===== src/rtl/sub_op_flag_stage_if.sv =====
// Handshake bundle between the subtractor, the flag stage and writeback/branch logic.
// Master drives operands and consumes the head entry; slave is the flag stage itself.
interface sub_op_flag_stage_if #(
    parameter int unsigned OPERAND_WIDTH = 32,
    parameter int unsigned DEPTH         = 2
);
    localparam int unsigned CntW = $clog2(DEPTH) + 1;

    logic                     in_valid;
    logic                     in_ready;
    logic [OPERAND_WIDTH-1:0] lhs;
    logic [OPERAND_WIDTH-1:0] rhs;
    logic [OPERAND_WIDTH-1:0] result;
    logic                     out_valid;
    logic                     out_ready;
    logic [OPERAND_WIDTH-1:0] out_result;
    logic                     out_zero;
    logic                     out_negative;
    logic                     out_borrow;
    logic                     out_overflow;
    logic [CntW-1:0]          count;

    modport master (
        output in_valid, lhs, rhs, result, out_ready,
        input  in_ready, out_valid, out_result, out_zero, out_negative, out_borrow,
               out_overflow, count
    );

    modport slave (
        input  in_valid, lhs, rhs, result, out_ready,
        output in_ready, out_valid, out_result, out_zero, out_negative, out_borrow,
               out_overflow, count
    );
endinterface


===== src/rtl/sub_op_flag_stage.sv =====
// Registered stage after the subtractor: derives zero/negative/borrow/overflow at push time
// and queues result plus flags in a small FIFO behind a valid/ready handshake.
module sub_op_flag_stage #(
    parameter int unsigned OPERAND_WIDTH = 32,
    parameter int unsigned DEPTH         = 2
) (
    input logic                clk,
    input logic                rst,
    sub_op_flag_stage_if.slave bus
);
    localparam int unsigned PtrW = $clog2(DEPTH);
    localparam int unsigned CntW = PtrW + 1;
    localparam int unsigned W    = OPERAND_WIDTH;
    localparam logic [CntW-1:0] Full = CntW'(DEPTH);

    // Flag vector layout: {zero, negative, borrow, overflow}
    logic [W-1:0]    res_mem_q  [DEPTH];
    logic [3:0]      flag_mem_q [DEPTH];
    logic [PtrW-1:0] wr_ptr_q;
    logic [PtrW-1:0] rd_ptr_q;
    logic [CntW-1:0] count_q;
    logic [CntW-1:0] count_d;

    logic            push;
    logic            pop;
    logic [3:0]      in_flags;

    always_comb begin
        bus.in_ready  = (count_q < Full) && !rst;
        bus.out_valid = (count_q != '0);
        push          = bus.in_valid && bus.in_ready;
        pop           = bus.out_valid && bus.out_ready;

        // Borrow comes from the operands so a bogus result cannot mask it.
        in_flags[3] = (bus.result == '0);
        in_flags[2] = bus.result[W-1];
        in_flags[1] = (bus.lhs < bus.rhs);
        in_flags[0] = (bus.lhs[W-1] != bus.rhs[W-1]) && (bus.result[W-1] != bus.lhs[W-1]);

        count_d = count_q;
        if (push && !pop) begin
            count_d = count_q + 1'b1;
        end else if (pop && !push) begin
            count_d = count_q - 1'b1;
        end
    end

    always_ff @(posedge clk) begin
        if (rst) begin
            wr_ptr_q <= '0;
            rd_ptr_q <= '0;
            count_q  <= '0;
            for (int unsigned i = 0; i < DEPTH; i++) begin
                res_mem_q[i]  <= '0;
                flag_mem_q[i] <= '0;
            end
        end else begin
            if (push) begin
                res_mem_q[wr_ptr_q]  <= bus.result;
                flag_mem_q[wr_ptr_q] <= in_flags;
                wr_ptr_q             <= wr_ptr_q + 1'b1;
            end
            if (pop) begin
                rd_ptr_q <= rd_ptr_q + 1'b1;
            end
            count_q <= count_d;
        end
    end

    // Head is read straight from storage; stale when empty.
    always_comb begin
        bus.out_result   = res_mem_q[rd_ptr_q];
        bus.out_zero     = flag_mem_q[rd_ptr_q][3];
        bus.out_negative = flag_mem_q[rd_ptr_q][2];
        bus.out_borrow   = flag_mem_q[rd_ptr_q][1];
        bus.out_overflow = flag_mem_q[rd_ptr_q][0];
        bus.count        = count_q;
    end
endmodule


===== src/flat_wrapper.sv =====
// flat-port wrapper written by rule: the top's interface ports become plain ports
module sub_op_flag_stage_flat 
#(
    parameter int unsigned OPERAND_WIDTH = 32,
    parameter int unsigned DEPTH         = 2
)
  (clk, rst, bus_in_valid, bus_lhs, bus_rhs, bus_result, bus_out_ready, bus_in_ready, bus_out_valid, bus_out_result, bus_out_zero, bus_out_negative, bus_out_borrow, bus_out_overflow, bus_count);
  sub_op_flag_stage_if #(.OPERAND_WIDTH(OPERAND_WIDTH), .DEPTH(DEPTH)) bus_i ();
  input logic clk;
  input logic rst;
  input wire logic [$bits(bus_i.in_valid)-1:0] bus_in_valid;
  input wire logic [$bits(bus_i.lhs)-1:0] bus_lhs;
  input wire logic [$bits(bus_i.rhs)-1:0] bus_rhs;
  input wire logic [$bits(bus_i.result)-1:0] bus_result;
  input wire logic [$bits(bus_i.out_ready)-1:0] bus_out_ready;
  output wire logic [$bits(bus_i.in_ready)-1:0] bus_in_ready;
  output wire logic [$bits(bus_i.out_valid)-1:0] bus_out_valid;
  output wire logic [$bits(bus_i.out_result)-1:0] bus_out_result;
  output wire logic [$bits(bus_i.out_zero)-1:0] bus_out_zero;
  output wire logic [$bits(bus_i.out_negative)-1:0] bus_out_negative;
  output wire logic [$bits(bus_i.out_borrow)-1:0] bus_out_borrow;
  output wire logic [$bits(bus_i.out_overflow)-1:0] bus_out_overflow;
  output wire logic [$bits(bus_i.count)-1:0] bus_count;
  assign bus_i.in_valid = bus_in_valid;
  assign bus_i.lhs = bus_lhs;
  assign bus_i.rhs = bus_rhs;
  assign bus_i.result = bus_result;
  assign bus_i.out_ready = bus_out_ready;
  assign bus_in_ready = bus_i.in_ready;
  assign bus_out_valid = bus_i.out_valid;
  assign bus_out_result = bus_i.out_result;
  assign bus_out_zero = bus_i.out_zero;
  assign bus_out_negative = bus_i.out_negative;
  assign bus_out_borrow = bus_i.out_borrow;
  assign bus_out_overflow = bus_i.out_overflow;
  assign bus_count = bus_i.count;
  sub_op_flag_stage #(.OPERAND_WIDTH(OPERAND_WIDTH), .DEPTH(DEPTH)) u_core (.clk(clk), .rst(rst), .bus(bus_i));
endmodule

===== config.mk =====
export PLATFORM = sky130hd
export DESIGN_NAME = sub_op_flag_stage_flat
export DESIGN_NICKNAME = d
export VERILOG_FILES = /design/src/rtl/sub_op_flag_stage_if.sv /design/src/rtl/sub_op_flag_stage.sv /design/src/flat_wrapper.sv
export SDC_FILE = /design/constraint.sdc
export NUM_CORES = 1
export LEC_CHECK = 0
export CAP_MARGIN = 5
export CORE_MARGIN = 2
export CORE_UTILIZATION = 43
export CTS_BUF_LIST = sky130_fd_sc_hd__clkbuf_4 sky130_fd_sc_hd__clkbuf_8
export DETAILED_ROUTE_END_ITERATION = 8
export HOLD_SLACK_MARGIN = 0.08
export MAX_ROUTING_LAYER = met4
export PLACE_DENSITY = 0.79
export RECOVER_POWER = 25
export SLEW_MARGIN = 5
export SYNTH_ARGS = -nofsm -noshare
export SYNTH_HDL_FRONTEND = slang
export SYNTH_SLANG_ARGS = --single-unit

===== constraint.sdc =====
create_clock -name clk -period 2.2 [get_ports clk]
set_clock_uncertainty 0.1 [all_clocks]
set_input_delay 0.44 -clock clk [delete_from_list [all_inputs] [get_ports clk]]
set_output_delay 0.44 -clock clk [all_outputs]
set_load 0.05 [all_outputs]

==> run_results.csv <==
group,metric,value,unit
run_status,outcome,"finished, final reports clean",
clocking,clk_pin_slew_worst_paths,70,ps
sta,worst_slew_pin_slew,542,ps
power,p_leak,2.75,nW
drt,drc,0,
synth,postSynthCellCount,344,
finish,final_nets,633,
global_route,antenna_found_initial,0,
finish,seq_area,0.00220,mm^2
drt,vias,3227,
floorplanning,io_pins,140,
global_route,track_usage,20.5,%
floorplanning,start_util,44.7,%
synth,ys_seq_elements,75,
floorplanning,die_area,0.0105,mm^2
clocking,clock_sink_count,75,
synth,avgSynthCellArea,12.1,um^2
drt,wire_per_inst,15.9,um
clocking,cts_tree,"yes",
finish,mostFrequentLayoutCell,"clkdlybuf4s50_1",
finish,final_cell_mix,"99 x clkdlybuf4s50_1, 70 x edfxtp_1, 38 x buf_12",
setup_path,arrival,2140,ps
synth,ys_seq_area_share,52.8,%
placed_design,hpwl,7690,um
clocking,cts_buffers,9,
synth,synth_area_leaders,"edfxtp_1 50%, ha_1 9.6%, mux2_2 9.5%, and3_1 5.0%, and2_4 4.2%",
setup_path,critPathLaunchType,"input port",
finish,fill_cells,671,
power,powerDensity,905,mW/mm^2
drt,firstDrtPassIters,4,
global_route,grt_pass1_vias,3405,
synth,yosysWarnings,0,
global_route,grt.overflow.total,0,
sta,maxSlewHeadroom,63.9,%
placed_design,gp_congestion,0.807,
placed_design,placed_area,0.00621,mm^2
synth,synth_area,0.00417,mm^2
setup_path,critPathKind,"in -> reg",
setup_path,cp_max_fo,2,
synth,async_flop_share,0,%
setup_path,endpoint_kind,"flip-flop",
finish,drive_above_1_share,27.2,%
global_route,grt_max_degree,34,
power,ir_drop,0.692,mV
sta,period_share,98.0,%
finish,multi_input_area,0.00179,mm^2
floorplanning,std_cell_rows,35,
setup_path,worstPathRequired,2190,ps
sta,report.final.slew_viol_count,0,
setup_path,r2r_cells,4,
synth,yosysTopAreaCell,"edfxtp_1",
drt,via_per_inst,5.10,
drt,drtIter0Drc,93,
sta,finalHoldViolCount,0,
finish,fin_area,0.00635,mm^2
synth,ys_types,34,
worst_hold_path,holdPathStages,2,
sta,max_freq,464,MHz
clocking,h-tree-depth,3,
floorplanning,chipWidth,102,um
synth,syn-num-nets,476,
finish,n_antenna_cell,0,
synth,yosysTopAreaCellShare,50.4,%
drt,routed_wl,10100,um
sta,fin_ws,43.7,ps
sta,hold_ws,427,ps
sta,setup_viol,0,
clocking,clock-root-buffer,"clkbuf_8",
floorplanning,die_y,102,um
finish,final_util,68.1,%
run,max_cap_violations,0,
clocking,clkLatencyLatePin,340,ps
placed_design,portBuffers,139,
sta,finalSetupTns,0,ps
synth,synth-main-ff-cell,"edfxtp_1",
floorplanning,core_region_area,0.00933,mm^2
worst_hold_path,hold_class,"reg -> reg",
global_route,grt_pass1_wl,16000,um
placed_design,place_ws,-364,ps
drt,ant_nets,0,
synth,synth_edf_count,70,
clocking,clock_path_buffers,2,
sta,min_period,2160,ps
finish,area_delta_synth_final,52.4,%
==> worst paths after layout <==
path	from	to	slack, ps
hold reg to reg	u_core.rd_ptr_q	flip-flop	430
hold / removal	u_core.rd_ptr_q	flip-flop	430
setup reg to reg	u_core.wr_ptr_q	u_core.res_mem_q[1][18]	420
setup / recovery	bus_rhs[23]	u_core.flag_mem_q[1][1]	40
==> critical path, stage by stage <==
cell and delay (ps):
clkdlybuf4s50_1 460, inv_1 50, ha_1 290, nand4_1 120, or4_4 560, a21oi_4 140
nor3_1 70
==> report_power, final <==
group | internal [mW] | leakage [nW] | total (mW) | switching (mW)
combinational | 1.45 | 1.90 | 3.04 | 1.59
clock | 0.392 | 0.0730 | 0.881 | 0.489
sequential | 1.76 | 0.773 | 1.83 | 0.0658
total | 3.60 | 2.75 | 5.75 | 2.15
==> cell usage after synthesis, types with 2 or more instances <==
cell       n
edfxtp_1  70
mux2_2    35
and3_1    33
ha_1      32
inv_1     32
and2_4    20
a21oi_1   17
and2_1    13
nand2_1   12
nor2_1     8
nor4_1     8
o21ai_0    8
nand4_1    7
clkbuf_1   6
nor3_1     6
dfxtp_1    5
buf_2      4
buf_6      4
nand2b_1   4
xor2_1     4
a21o_1     2
or2_2      2
==> through the flow <==
| stage | std cells | power, mW |
|---|---|---|
| after detailed placement | 619 | 4.94 |
| after CTS | 633 | 5.81 |
| after floorplan | 344 | 3.48 |
| after global routing | 633 | 6.00 |
| after global placement | 619 | 4.89 |
| final | 633 | 5.75 |
==> repair_timing <==
item / 4_1_cts / 5_1_grt
gates resized for setup: 1 / 6
buffers inserted: 0 / 0
setup endpoints to repair: 1 / 3
pin swaps: 0 / 1
hold buffers: 0 / 0
==> routing by layer <==
layer | vias up | wire, um | share of wire [%] | GRT usage, %
met1 | 1545 | 4150 | 41 | 25.2
met5 | - | 0 | 0 | -
met3 | 4 | 561 | 5.6 | 4.58
met4 | 0 | 44 | 0.44 | 4.62
met2 | 125 | 5320 | 53 | 34.7
li1 | 1553 | - | - | -
==> registers in the layout, summed over array words and instances (netlist names), named ones only <==
signal,count
u_core.bus.count,2
u_core.rd_ptr_q,1
u_core.wr_ptr_q,1
u_core.res_mem_q,62
u_core.flag_mem_q,8
==> layout make-up <==
cell class              count  area share, %
clock buffers               9           1.95
flip-flops and latches     75           34.7
inverters                  32           1.89
repair buffers            161           30.3
clock inverters             5          0.512
multi-input cells         222           28.1
well taps                 129           2.54
==> logic make-up (layout without fill, tap and decap cells) <==
group | Yosys count | after routing | synth area share (%)
and+or+nand+nor | 121 | 121 | 18.3
DFF | 75 | 75 | 52.8
buffers and inverters | 47 | 207 | 5.16
muxes | 35 | 35 | 9.45
adders and majority gates | 32 | 32 | 9.60
AOI/OAI and AO/OA | 30 | 30 | 3.87
xor gates and xnor gates | 4 | 4 | 0.840
Note: power is estimated with default switching activity, not from simulation.
